[config.mk]
export PLATFORM = sky130hd
export DESIGN_NAME = wb_trace_buffer
export DESIGN_NICKNAME = d
export VERILOG_FILES = /design/src/rtl/wb_trace_buffer_pkg.sv /design/src/rtl/wb_trace_buffer_fifo_mem.sv /design/src/rtl/wb_trace_buffer.sv
export SDC_FILE = /design/constraint.sdc
export NUM_CORES = 1
export LEC_CHECK = 0
export ABC_AREA = 1
export CELL_PAD_IN_SITES_DETAIL_PLACEMENT = 1
export CELL_PAD_IN_SITES_GLOBAL_PLACEMENT = 1
export CORE_UTILIZATION = 52
export DETAILED_ROUTE_END_ITERATION = 10
export PLACE_DENSITY = 0.91
export REMOVE_ABC_BUFFERS = 1
export SYNTH_ARGS = -nofsm -noshare
export SYNTH_HDL_FRONTEND = slang
export SYNTH_SLANG_ARGS = --single-unit
[constraint.sdc]
create_clock -name clk -period 13.8 [get_ports clk]
set_clock_uncertainty 0.05 [all_clocks]
set_input_delay 2.76 -clock clk [delete_from_list [all_inputs] [get_ports clk]]
set_output_delay 2.76 -clock clk [all_outputs]
set_load 0.02 [all_outputs]
[src/rtl/wb_trace_buffer_pkg.sv]
// Shared types for the write-back trace buffer: the stored trace entry and the capture FSM state.
package wb_trace_buffer_pkg;

   // Entry fields are sized for the widest supported configuration; narrower builds zero-pad.
   localparam int MAX_XLEN  = 64;
   localparam int MAX_CYC_W = 64;

   typedef enum logic {
      RUN  = 1'b0,
      HALT = 1'b1
   } trace_state_t;

   typedef struct packed {
      logic [MAX_XLEN-1:0]  pc;
      logic [MAX_XLEN-1:0]  instr;
      logic [MAX_XLEN-1:0]  data;
      logic [4:0]           rd;
      logic [MAX_CYC_W-1:0] cycle;
   } trace_entry_t;

endpackage

[src/rtl/wb_trace_buffer_fifo_mem.sv]
// Entry storage and read/write pointers for the trace buffer; show-ahead head output, zero when empty.
import wb_trace_buffer_pkg::*;

module trace_fifo_mem #(
   parameter int DEPTH = 8
) (
   input  logic                     clk,
   input  logic                     reset,
   input  logic                     clear,
   input  logic                     push,
   input  logic                     pop,
   input  trace_entry_t             wr_entry,
   output trace_entry_t             head,
   output logic [$clog2(DEPTH):0]   count,
   output logic                     full,
   output logic                     empty
);

   localparam int AW = $clog2(DEPTH);
   localparam logic [AW:0] FULL_CNT = (AW+1)'(DEPTH);

   trace_entry_t  mem [DEPTH];
   logic [AW-1:0] wr_ptr;
   logic [AW-1:0] rd_ptr;

   // Storage carries no reset; validity is tracked solely by count.
   always_ff @(posedge clk) begin
      if (push && !clear)
         mem[wr_ptr] <= wr_entry;
   end

   // Pointers are AW bits wide, so DEPTH being a power of two makes wrap-around free.
   always_ff @(posedge clk or posedge reset) begin
      if (reset) begin
         wr_ptr <= '0;
         rd_ptr <= '0;
         count  <= '0;
      end else if (clear) begin
         wr_ptr <= '0;
         rd_ptr <= '0;
         count  <= '0;
      end else begin
         if (push)
            wr_ptr <= wr_ptr + 1'b1;
         if (pop)
            rd_ptr <= rd_ptr + 1'b1;
         if (push && !pop)
            count <= count + 1'b1;
         else if (!push && pop)
            count <= count - 1'b1;
      end
   end

   assign empty = (count == '0);
   assign full  = (count == FULL_CNT);
   assign head  = empty ? '0 : mem[rd_ptr];

endmodule

[src/rtl/wb_trace_buffer.sv]
// Write-back stage trace buffer: captures retiring register writes into a FIFO with drop accounting.
// Optional macro WB_TRACE_CYCLE_STAMP_EN adds a free-running cycle counter stamped into every entry.
import wb_trace_buffer_pkg::*;

module wb_trace_buffer #(
   parameter int XLEN         = 32,
   parameter int DEPTH        = 8,
   parameter int CYC_W        = 32,
   parameter int SKIP_X0      = 1,
   parameter int STOP_ON_FULL = 0
) (
   input  logic                   clk,
   input  logic                   reset,
   input  logic                   trace_en,
   input  logic                   flush,
   input  logic [XLEN-1:0]        wb_pc,
   input  logic [XLEN-1:0]        wb_instruction,
   input  logic [XLEN-1:0]        wb_write_data,
   input  logic [4:0]             wb_rd_addr,
   input  logic                   wb_RegWrite,
   output logic                   tr_valid,
   input  logic                   tr_ready,
   output logic [XLEN-1:0]        tr_pc,
   output logic [XLEN-1:0]        tr_instr,
   output logic [XLEN-1:0]        tr_data,
   output logic [4:0]             tr_rd,
   output logic [CYC_W-1:0]       tr_cycle,
   output logic [$clog2(DEPTH):0] count,
   output logic                   full,
   output logic                   empty,
   output logic [15:0]            drop_cnt,
   output logic                   halted
);

   function automatic logic [15:0] sat_inc16(input logic [15:0] v);
      return (v == 16'hFFFF) ? v : v + 16'd1;
   endfunction

   trace_state_t state;
   trace_state_t next_state;
   trace_entry_t wr_entry;
   trace_entry_t head;
   logic         capture;
   logic         pop;
   logic         push;
   logic         drop;
   logic         unused_head_bits;

   assign capture = trace_en && wb_RegWrite
                    && !((SKIP_X0 != 0) && (wb_rd_addr == 5'd0))
                    && (state == RUN);

   // Flush outranks both capture and pop; a pop frees the slot a full-buffer capture needs.
   assign tr_valid = !empty;
   assign pop      = tr_valid && tr_ready && !flush;
   assign push     = capture && (!full || pop) && !flush;
   assign drop     = capture && full && !pop && !flush;

`ifdef WB_TRACE_CYCLE_STAMP_EN
   logic [CYC_W-1:0] cycle_cnt;

   always_ff @(posedge clk or posedge reset) begin
      if (reset)
         cycle_cnt <= '0;
      else
         cycle_cnt <= cycle_cnt + 1'b1;
   end

   always_comb begin
      wr_entry                    = '0;
      wr_entry.pc[XLEN-1:0]       = wb_pc;
      wr_entry.instr[XLEN-1:0]    = wb_instruction;
      wr_entry.data[XLEN-1:0]     = wb_write_data;
      wr_entry.rd                 = wb_rd_addr;
      wr_entry.cycle[CYC_W-1:0]   = cycle_cnt;
   end

   assign tr_cycle = head.cycle[CYC_W-1:0];
`else
   always_comb begin
      wr_entry                    = '0;
      wr_entry.pc[XLEN-1:0]       = wb_pc;
      wr_entry.instr[XLEN-1:0]    = wb_instruction;
      wr_entry.data[XLEN-1:0]     = wb_write_data;
      wr_entry.rd                 = wb_rd_addr;
   end

   assign tr_cycle = '0;
`endif

   trace_fifo_mem #(
      .DEPTH (DEPTH)
   ) u_fifo (
      .clk      (clk),
      .reset    (reset),
      .clear    (flush),
      .push     (push),
      .pop      (pop),
      .wr_entry (wr_entry),
      .head     (head),
      .count    (count),
      .full     (full),
      .empty    (empty)
   );

   assign tr_pc    = head.pc[XLEN-1:0];
   assign tr_instr = head.instr[XLEN-1:0];
   assign tr_data  = head.data[XLEN-1:0];
   assign tr_rd    = head.rd;

   // Padding bits of the wide entry type are intentionally ignored.
   assign unused_head_bits = ^{head.pc, head.instr, head.data, head.cycle};

   always_ff @(posedge clk or posedge reset) begin
      if (reset)
         drop_cnt <= '0;
      else if (flush)
         drop_cnt <= '0;
      else if (drop)
         drop_cnt <= sat_inc16(drop_cnt);
   end

   always_ff @(posedge clk or posedge reset) begin
      if (reset)
         state <= RUN;
      else
         state <= next_state;
   end

   always_comb begin
      next_state = state;
      case (state)
         RUN:     if (drop && (STOP_ON_FULL != 0)) next_state = HALT;
         HALT:    if (flush) next_state = RUN;
         default: next_state = RUN;
      endcase
   end

   always_comb begin
      halted = (state == HALT);
   end

endmodule

==> metrics.csv <==
metric,value,unit
status,"complete, no violations",
io_buffers,231,
final_area,38600,um2
ys_seq_area_frac,0.747,
power.share.combinational,0.307,
hpwl,52200,um
irDropWorstVdd,0.149,mV
layout.nets,2851,
gr-total-overflow,0,
grt_first_pass_wirelength,146000,um
htree_levels,3,
synth.distinct_cells,33,
max_freq,0.122,GHz
whs_path_depth,2,
pin_count,264,
rsz0062_at_grt,false,
die_w,255,um
crit_arrival,5.40,ns
pwr-share-seq,0.395,
crit_type,reg2out,
min_period,8.21,ns
grt_max_degree,269,
syn_area_per_cell,13.0,um2
slowest_stage,dfrtp_4,
slew_viol_final,0,
maxCapViolCount,0,
switchingPower,2510,uW
switching_share,0.345,
clock_sinks,835,
power_density,188,nW/um2
p_int,4770,uW
syn_inst,2567,
drtAntennaViolNets,0,
clk_path_buf_depth,3,
path_buf_inv,3,
dp.cells,3498,
leakage,0.0127,uW
cp.required,10.99,ns
drc,0,
design.die.area,65300,um2
post_cts_buffers,0,
cp-start-kind,flip-flop,
drt_wl_total,99000,um
finalHoldViolCount,0,
wl_met2,51700,um
worst-path-max-fanout,116,
clk_pin_slew,0.06,ns
hp-class,reg2reg,
tightest_slew,1.47,ns
grt_pass1_vias,24388,
post_cts_resize_count,0,
initial_core_util,0.528,
slowest_delay,1.12,ns
cp_top_family,buffers and inverters,
end_kind,output pin,
r2r_end,u_fifo.mem[4][75],
ff2ff_setup_slack,9.37,ns
min_to,halted,
grt.total_usage,0.295,
worstHoldStart,halted,
slew_headroom,0.0213,
synth_area,33400,um2
drt_iter0_drc,2311,
row_count,92,
area_growth,15.7,%
power,7280,uW
avgRoutedWirePerCell,27.1,um
async_flop_share,0.0323,
reg2reg_depth,10,
dpl_cell_area,36100,um2
synth_warnings,0,
via_per_inst,6.17,
crit_chain,buf_4 > buf_4 > o21ai_0 > o32ai_1 > nor2_1 > nor2_1 > clkdlybuf4s50_1,
clkLatencyLatePin,0.64,ns
final.period_utilization,0.595,
gp_congestion,0.811,
vias,22574,
pwr-share-clk,0.298,
die_h,255,um
drive_above_1_share,0.0589,
cts-root-buf,clkbuf_16,
ys.flop_type,edfxtp_1,
final_cells,3657,
wl_met3,7000,um
num-fill-cells,6110,
cts_tree,yes,
wl_met1,37100,um
antenna_found_initial,16,
top_layer,met5,
cts_hold_buf,0,
drt-pass1-iter-count,5,
finalSetupViolCount,0,
coreArea,63300,um2
cts-buffers-inserted,84,
r2r-start,u_fifo.count[0],
ys_ff_latch,835,
synth-edff-count,808,
-- cells in the mapped netlist, types with 2 or more instances --
cell type  number  area [um2]
o21ai_0       271        1360
o21ai_2         4        35.0
ha_1            5        62.6
inv_2           2        7.51
clkbuf_1       89         334
xor2_1          9        78.8
o21ai_1        46         230
a21oi_1         3        15.0
buf_2          38         190
buf_4          64         480
nor2_1        835        3130
inv_1          28         105
nor3_1          9        45.0
nand3_1        28         140
buf_6           6        67.6
o32ai_1       202        1770
or2_2           3        18.8
nand3b_1        2        15.0
buf_1           6        22.5
edfxtp_1      808       24300
nand4_1         3        18.8
dfrtp_1        27         676
nand2_1        69         259
-- power groups by stage --
stage | registers [uW] | logic [uW] | clock network (uW)
4_1_cts | 2870 | 2220 | 2180
3_3_place_gp | 2920 | 2050 | 0
5_1_grt | 2880 | 2370 | 2270
3_5_place_dp | 2920 | 2170 | 0
2_1_floorplan | 3000 | 1190 | 0
6_report | 2870 | 2230 | 2170
-- worst max path at each step --
stage	slack, ns	end	depth (start not counted)	from
global route	5.40	tr_instr[23]	7	u_fifo.rd_ptr[1]
finish	5.59	tr_data[1]	7	u_fifo.rd_ptr[1]
CTS	5.72	tr_pc[27]	7	u_fifo.rd_ptr[1]
detailed placement	6.48	tr_pc[27]	7	u_fifo.rd_ptr[1]
global placement	6.74	tr_data[12]	7	u_fifo.rd_ptr[1]
floorplan	-0.18	tr_data[0]	5	u_fifo.rd_ptr[0]
-- metal layers --
layer / track usage / up-vias
li1: - / 9709
met1: 0.353 / 11594
met2: 0.516 / 1069
met3: 0.0557 / 192
met4: 0.132 / 10
met5: 0 / -
-- worst min-delay path, stage by stage (launching register included) --
cell,delay [ns]
dfrtp_1,0.40
inv_1,0.06
nor2_1,0.03
-- flip-flops by register name (all words and copies together), names as in the netlist --
name	count
halted	1
u_fifo.wr_ptr	3
drop_cnt	16
u_fifo.count	4
u_fifo.rd_ptr	3
u_fifo.mem	808
-- metrics by stage --
step / worst slack, ns / hold slack, ns / TNS (ns) / util
global route: 5.40 / 0.500 / 0 / 0.610
CTS: 5.72 / 0.476 / 0 / 0.610
detailed placement: 6.48 / 0.460 / 0 / 0.570
floorplan: -0.182 / 0.499 / -16.64 / -
global placement: 6.74 / 0.460 / 0 / 0.570
finish: 5.59 / 0.480 / 0 / 0.610
-- placed cells by master (no fill, tap or decap), drive strengths merged, types with 5 or more instances in the layout --
| cell | n |
|---|---|
| buf | 26 |
| clkbuf | 98 |
| clkdlybuf4s50 | 231 |
| clkinv | 41 |
| conb | 32 |
| dfrtp | 27 |
| diode | 12 |
| edfxtp | 808 |
| ha | 5 |
| inv | 32 |
| nand2 | 70 |
| nand3 | 29 |
| nor2 | 836 |
| nor3 | 9 |
| o21ai | 321 |
| o32ai | 202 |
| xor2 | 9 |
-- cell families after synthesis --
kind of cell / Yosys count / synth area share
AOI/OAI and AO/OA: 528 / 0.102
DFF: 835 / 0.747
buffers and inverters: 234 / 0.0363
and+or+nand+nor: 953 / 0.110
adders and majority gates: 6 / 0.00247
other: 1 / 0.000112
xor gates and xnor gates: 10 / 0.00262
-- layout make-up --
cell class / instances / area, um2 / area share
clock inverters: 49 / 380 / 0.00984
diodes: 12 / 30.0 / 0.000777
repair buffers: 257 / 2520 / 0.0652
flip-flops and latches: 835 / 25000 / 0.646
well taps: 846 / 1060 / 0.0274
clock buffers: 98 / 2150 / 0.0558
multi-input cells: 1529 / 7420 / 0.192
inverters: 31 / 131 / 0.00340
Power figures use the tool's default switching activity.
